==> src/rtl/xcorr_seq.sv <==
// rtl/xcorr_seq.sv - sweep sequencer for the four-lane cross-correlation array
//
// Purpose: latches a reference and a signal word on start, then walks the
// array through CLR, every 4-lag SWEEP step and COMMIT. It captures the
// array's best lag and offers it over a valid/ready handshake.
// Optional feature: define XCORR_SEQ_ABORT_EN to add the abort input.
//
// Ports:
//   clk, rst            clock, synchronous active-high reset
//   start               sweep request (IDLE, or WAIT on the accepting cycle)
//   abort               (XCORR_SEQ_ABORT_EN only) abandon sweep / drop result
//   din_ref, din_sig    words latched on an accepted start
//   busy                high outside IDLE
//   ref_out, sig_out    latched reference, rotated signal to the array
//   arr_ena             array hold (low = stepping)
//   arr_cnt             step counter to the array
//   arr_lag             array's committed best lag
//   lag_out, lag_valid  result and its valid flag
//   lag_ready           consumer accept
module xcorr_seq #(
  parameter int NDATA     = 128,
  parameter int NDATA_LOG = $clog2(NDATA)
) (
  input  logic                 clk,
  input  logic                 rst,
  input  logic                 start,
`ifdef XCORR_SEQ_ABORT_EN
  input  logic                 abort,
`endif
  input  logic [NDATA-1:0]     din_ref,
  input  logic [NDATA-1:0]     din_sig,
  output logic                 busy,
  output logic [NDATA-1:0]     ref_out,
  output logic [NDATA-1:0]     sig_out,
  output logic                 arr_ena,
  output logic [NDATA_LOG-1:0] arr_cnt,
  input  logic [NDATA_LOG-1:0] arr_lag,
  output logic [NDATA_LOG-1:0] lag_out,
  output logic                 lag_valid,
  input  logic                 lag_ready
);

  typedef enum logic [2:0] {
    S_IDLE,
    S_CLR,
    S_SWEEP,
    S_COMMIT,
    S_CAPT,
    S_WAIT
  } state_t;

  state_t               state_q;
  logic                 busy_q;
  logic                 arr_ena_q;
  logic [NDATA_LOG-1:0] arr_cnt_q;
  logic [NDATA_LOG-1:0] arr_cnt_d;
  logic [NDATA_LOG-1:0] lag_out_q;
  logic                 lag_valid_q;
  logic [NDATA-1:0]     ref_q;
  logic [NDATA-1:0]     sig_q;
  logic [NDATA-1:0]     sig_d;
  logic                 last_step;
  logic                 abort_w;

`ifdef XCORR_SEQ_ABORT_EN
  assign abort_w = abort;
`else
  assign abort_w = 1'b0;
`endif

  // The last step is detected explicitly so the counter returns to 0 even
  // when NDATA is not a power of two; for powers of two this is the natural wrap.
  assign last_step = (arr_cnt_q == NDATA_LOG'(NDATA - 4));
  assign arr_cnt_d = last_step ? '0 : arr_cnt_q + NDATA_LOG'(4);

  // Each SWEEP cycle advances the signal by one 4-lag block.
  assign sig_d = {sig_q[NDATA-5:0], sig_q[NDATA-1:NDATA-4]};

  always_ff @(posedge clk) begin
    if (rst) begin
      state_q     <= S_IDLE;
      busy_q      <= 1'b0;
      arr_ena_q   <= 1'b1;
      arr_cnt_q   <= '0;
      lag_out_q   <= '0;
      lag_valid_q <= 1'b0;
      ref_q       <= '0;
      sig_q       <= '0;
    end else if (abort_w && (state_q != S_IDLE)) begin
      // lag_out keeps its last value; only the handshake and array are parked.
      state_q     <= S_IDLE;
      busy_q      <= 1'b0;
      arr_ena_q   <= 1'b1;
      arr_cnt_q   <= '0;
      lag_valid_q <= 1'b0;
    end else begin
      case (state_q)
        S_IDLE: begin
          if (start) begin
            ref_q     <= din_ref;
            sig_q     <= din_sig;
            state_q   <= S_CLR;
            busy_q    <= 1'b1;
            arr_ena_q <= 1'b0;
            arr_cnt_q <= '0;
          end
        end
        S_CLR: begin
          state_q   <= S_SWEEP;
          arr_cnt_q <= arr_cnt_d;
        end
        S_SWEEP: begin
          sig_q     <= sig_d;
          arr_cnt_q <= arr_cnt_d;
          if (last_step) state_q <= S_COMMIT;
        end
        S_COMMIT: begin
          state_q   <= S_CAPT;
          arr_ena_q <= 1'b1;
        end
        S_CAPT: begin
          state_q     <= S_WAIT;
          lag_out_q   <= arr_lag;
          lag_valid_q <= 1'b1;
        end
        S_WAIT: begin
          if (lag_ready) begin
            lag_valid_q <= 1'b0;
            if (start) begin
              ref_q     <= din_ref;
              sig_q     <= din_sig;
              state_q   <= S_CLR;
              arr_ena_q <= 1'b0;
              arr_cnt_q <= '0;
            end else begin
              state_q <= S_IDLE;
              busy_q  <= 1'b0;
            end
          end
        end
        default: begin
          state_q   <= S_IDLE;
          busy_q    <= 1'b0;
          arr_ena_q <= 1'b1;
          arr_cnt_q <= '0;
        end
      endcase
    end
  end

  assign busy      = busy_q;
  assign arr_ena   = arr_ena_q;
  assign arr_cnt   = arr_cnt_q;
  assign lag_out   = lag_out_q;
  assign lag_valid = lag_valid_q;
  assign ref_out   = ref_q;
  assign sig_out   = sig_q;

endmodule

==> config.mk <==
export PLATFORM = sky130hd
export DESIGN_NAME = xcorr_seq
export DESIGN_NICKNAME = d
export VERILOG_FILES = /design/src/rtl/xcorr_seq.sv
export SDC_FILE = /design/constraint.sdc
export NUM_CORES = 1
export LEC_CHECK = 0
export CORE_AREA = 3 3 207 209
export DETAILED_ROUTE_END_ITERATION = 10
export DIE_AREA = 0 0 210 212
export GPL_ROUTABILITY_DRIVEN = 0
export GPL_TIMING_DRIVEN = 0
export PLACE_DENSITY = 0.58
export SYNTH_ARGS = -nofsm -noshare
export SYNTH_HDL_FRONTEND = slang
export SYNTH_SLANG_ARGS = --single-unit
==> constraint.sdc <==
create_clock -name clk -period 3.33 [get_ports clk]
set_input_delay 0.333 -clock clk [delete_from_list [all_inputs] [get_ports clk]]
set_output_delay 0.333 -clock clk [all_outputs]
set_load 0.02 [all_outputs]
### After elaboration in Yosys (flattened, before gate mapping)

Cells that the tools add are included.

| word-level totals | value |
|---|---|
| latch bits | 0 |
| input port bits | 267 |
| bits in read-only memories | 0 |
| output and inout port bits | 273 |
| RAM bits | 0 |
| register bits after elaboration | 276 |
| word-level logic and storage cells | 61 |
| memories | 0 |

| operators by class | value |
|---|---|
| shift-type cells | 0 |
| reduce and logical (&&, ||, !) cells | 15 |
| multiplexer cells | 24 |
| $add $sub $neg | 1 |
| divide/modulo/power cells | 0 |
| bitwise gates (word level) | 3 |
| equal/unequal tests | 10 |
| magnitude comparators | 0 |
| multipliers | 0 |

Operator list:

| kind | count |
|---|---|
| two-way mux 128 bit | 4 |
| one-hot mux 128 bit (3 select lines) | 1 |
| one-hot mux 128 bit (2 select lines) | 1 |
| one-hot mux 7 bit (4 select lines) | 1 |
| two-way mux 7 bit | 3 |
| one-hot mux 3 bit (6 select lines) | 1 |
| AND reduction 2 bit | 5 |
| two-way mux 3 bit | 3 |
| != test 2 bit, second input constant | 4 |
| adder 7 x 3 -> 7 bit, second input constant | 1 |
| equality test 7 bit, second input constant | 1 |
| two-way mux 1 bit | 7 |
| equality test 3 x 2 -> 1 bit, second input constant | 2 |
| equality test 3 bit, second input constant | 2 |
| one-hot mux 1 bit (3 select lines) | 2 |
| AND reduction 4 bit | 1 |
| nonzero test 2 bit | 2 |
| OR reduction 2 bit | 2 |
| OR reduction 4 bit | 1 |
| equality test 3 x 1 -> 1 bit, second input constant | 1 |
| zero test 3 bit | 1 |
| inverter 1 bit | 3 |
| AND reduction 3 bit | 1 |
| nonzero test 3 bit | 1 |
| other kinds (2) | 2 |

### Logic depth before layout (Yosys ltp)

| logic depth | value |
|---|---|
| depth after elaboration | 4 |
| mapped depth | 7 |
| depth with buffers taken out | 5 |

### Worst setup path after synthesis

No wires, ideal clock.

| timing | value |
|---|---|
| kind | register to register |
| from | register state_q[0] |
| to | register sig_q[25], in the netlist sig_out[25] |
| setup slack | 1.804 ns |
| stages on the path, launching flop included | 7 |
| data required time | 3.184 ns |
| arrival time | 1.380 ns |
| clock period less this slack | 1.526 ns |
| library setup time | 0.146 ns |
| cells stage by stage | dfxtp_1 > buf_4 > nor3b_4 > buf_6 > buf_8 > mux2i_1 > a211oi_2 |

| on the way | value |
|---|---|
| word-level cells in the longest chain between the ends | 3 |
| elaborated cells between the ends (all ways) | 7 |
| those cells by class | eq/ne: 3; mux: 1; reduce/logical: 3 |

RTL lines:

| what | RTL line | RTL |
|---|---|---|
| start: declaration | 52 | `state_t state_q;` |
| start signal: assignment | 81 | `state_q <= S_IDLE;` |
| start signal: assignment | 91 | `state_q <= S_IDLE;` |
| start signal: assignment | 102 | `state_q <= S_CLR;` |
| equality test 3 bit, or another cell as far along | 97 | `case (state_q)` |
| != test 2 bit (no source line) / nonzero test 3 bit (equally long branches) | n/a |  |
| AND reduction 2 bit (no source line) | n/a |  |
| end signal: assignment | 101 | `sig_q <= din_sig;` |
| end signal: assignment | 113 | `sig_q <= sig_d;` |
| end signal: assignment | 131 | `sig_q <= din_sig;` |
| end: declaration | 60 | `logic [NDATA-1:0] sig_q;` |

Several ways; a longest one is shown, not always the timed one.
A chain may end at the register's enable or synchronous reset.

### Final worst setup path

| timing | value |
|---|---|
| from | register arr_cnt_q[4], in the netlist arr_cnt[4] |
| to | output arr_cnt[4] |

RTL lines:

| what | RTL line | RTL |
|---|---|---|
| start: declaration | 55 | `logic [NDATA_LOG-1:0] arr_cnt_q;` |
| start signal: assignment | 110 | `arr_cnt_q <= arr_cnt_d;` |
| start signal: assignment | 114 | `arr_cnt_q <= arr_cnt_d;` |
| end: declaration | 36 | `output logic [NDATA_LOG-1:0] arr_cnt,` |

No word-level cell between the ends.

==> results.cfg <==
[setup_path]
crit_family = buffers and inverters
crit_arrival_ns = 1.64
reg2regPathDepth = 7
crit_path_cell_trace = clkdlybuf4s50_1
critPathKind = register to output port
timing.rr.start = state_q[1]$_SDFFE_PP0P_
crit_fanout = 7
critPathLaunchType = register
worstReg2RegEnd = sig_out[54]$_SDFFE_PP0P_
r2r_slack_ns = 1.42
path_depth = 1
endpoint = arr_cnt[4]
crit_start = arr_cnt[4]$_SDFFE_PP0P_
critical_path_required_ns = 3.00
worstSetupEndpointType = output port
cp.buffers_inverters = 1
slowest_stage = clkdlybuf4s50_1
cp_slowest_stage_delay_ns = 0.69

[synth]
synthTopCellsByArea = dfxtp_1 48%, a211oi_2 12%, mux2i_1 12%
synth_top_cell_area_share_pct = 47.8
ys_dominant_reg_cell = dfxtp_1
synth_edf_count = 0
ys_warn_count = 0
syn_area_um2 = 11500
yosysTopAreaCell = dfxtp_1
synth-seq-cells = 274
yosysSeqAreaShare_pct = 47.8
postSynthCellCount = 1220
synth_cell_types = 43
synthArstFlopShare_pct = 0
avgSynthCellArea_um2 = 9.40

[cells_and_area]
layout_commonest_cell = clkdlybuf4s50_1
layout_common_cells = 536 x clkdlybuf4s50_1, 274 x dfxtp_1, 263 x nand2_1
drive_gt1_share_pct = 12.9
fin_nets = 2061
utilization_pct = 45.3
area_growth_pct = 61.9

[die]
io_pins = 540
die-area_um2 = 44500
die_h_um = 212
start_util_pct = 28.0
core_area_um2 = 41000
rows = 74
die_x_um = 210

[timing]
fin_crit_sh_pct = 59.4
setup-tns-final_ns = 0
max-slew-margin-rel_pct = 47.0
rsz0062_at_grt = false
fmax_ghz = 0.506
setup_violations = 0
tightest_slew_ns = 0.793
min_period_ns = 1.98
slew_violations = 0
hold_viol_final = 0
skew_ns = 0.0175

[drt]
vias = 10819
drtIter0Drc = 329
drtPass1Iterations = 4
wl_mm = 44.7
post-route-drc-count = 0
ant_nets = 0
vias_per_cell = 4.62
wl_per_cell_um = 19.1

[cts]
worstSkewPairLatency_ns = 0.53
root_buffer = clkbuf_16
cts_buffers = 34
cts_tree = done
cts_resized = 0
hold_buffers = 0
cts.sinks = 274
ctsLongestPathBuffers = 3
post_cts_buffers = 0
htreeDepth = 2
cts.clk_slew.worst_paths_ns = 0.06

[power]
vdd_drop_max_mv = 0.388
power_leakage_nw = 6.64
p_per_area_nw_per_um2 = 853

[run_status]
status = complete, no violations

[global_routing]
grt_pass1_wl_mm = 67.0
grt_start_max_net_pins = 13
grt_util_all_layers_pct = 19.2
antenna_found_initial = 2
first_global_vias = 11026
overflow = 0

[place]
port-buffer-count = 536
hpwl_mm = 34.8

[min_path]
hold_class = input port to register
holdPathStages = 2

[flow_run]
maxCapViolCount = 0
worst min path at each step:
stage | start | endpoint | slack [ns]
floorplan | din_ref[86] | ref_out[86]$_SDFFE_PP0P_ | 0.47
global placement | ref_out[27]$_SDFFE_PP0P_ | ref_out[27]$_SDFFE_PP0P_ | 0.44
detailed placement | ref_out[4]$_SDFFE_PP0P_ | ref_out[4]$_SDFFE_PP0P_ | 0.45
CTS | din_ref[37] | ref_out[37]$_SDFFE_PP0P_ | 0.31
global route | din_ref[57] | ref_out[57]$_SDFFE_PP0P_ | 0.33
finish | rst | state_q[1]$_SDFFE_PP0P_ | 0.33
layer usage:
metal / global-route usage [%] / vias up / share of wire (%) / wire, um
li1: - / 5340 / - / -
met1: 21.5 / 5046 / 39 / 17600
met2: 34.2 / 386 / 50 / 22200
met3: 8.06 / 45 / 9.5 / 4250
met4: 4.16 / 2 / 1.5 / 672
met5: 0 / - / 0.040 / 18
cell families (layout without fill, tap and decap cells):
family,after synthesis,after routing,synth area share [%]
DFF,274,274,47.8
AOI/OAI and AO/OA,277,277,20.2
other,1,3,0.0327
adders and majority gates,1,1,0.109
buffers and inverters,106,695,5.42
xor gates and xnor gates,2,2,0.153
muxes,135,135,11.8
and+or+nand+nor,424,424,14.5
Yosys cell counts, types with 2 or more instances:
master / n
and3b_1: 2
buf_6: 3
nand2_1: 263
a211oi_2: 109
buf_2: 56
nand3_1: 4
nor2b_1: 4
a21oi_1: 133
a21o_1: 2
clkbuf_1: 31
a211oi_1: 19
nand2b_1: 5
nor2_1: 139
buf_8: 10
o21bai_1: 2
mux2i_1: 135
dfxtp_1: 274
buf_4: 4
sequential cells by signal, summed over array words and instances, names as in the netlist:
register,flops
state_q,3
sig_out,128
arr_cnt,5
busy,1
lag_valid,1
lag_out,7
arr_ena,1
ref_out,128
power breakdown:
group / leakage [nW] / total (W) / internal, W / switching, W
combinational: 3.86 / 0.00744 / 0.00328 / 0.00415
sequential: 2.26 / 0.00482 / 0.00416 / 0.000660
clock: 0.520 / 0.00359 / 0.00219 / 0.00141
metrics by stage:
step	hold slack (ns)	total power, W	worst slack (ns)	std cells	instance area (um2)
after floorplan	0.469	0.00925	1.80	1221	11500
after global placement	0.441	0.0123	0.982	2289	17500
after detailed placement	0.446	0.0124	0.932	2289	17500
after CTS	0.307	0.0161	1.30	2342	18600
after global routing	0.329	0.0168	1.23	2343	18600
final	0.325	0.0159	1.35	2343	18600
worst reg2reg max path, cell delays in order (launching register included):
cell and delay [ns]:
dfxtp_1 0.38, buf_2 0.24, nor2_1 0.08, o22ai_2 0.20, buf_2 0.34, buf_2 0.29
nor2_1 0.07, a211oi_2 0.21
cell type report:
| cell class | instances | area (um2) |
|---|---|---|
| diodes | 1 | 2.50 |
| plain buffers | 105 | 618 |
| clock buffers | 50 | 1020 |
| clock inverters | 3 | 42.5 |
| fillers | 4028 | 22400 |
| inverters | 1 | 3.75 |
| multi-input cells | 841 | 5370 |
| flip-flops and latches | 274 | 5490 |
| well taps | 532 | 666 |
| repair buffers | 536 | 5370 |
Power figures use the tool's default switching activity.
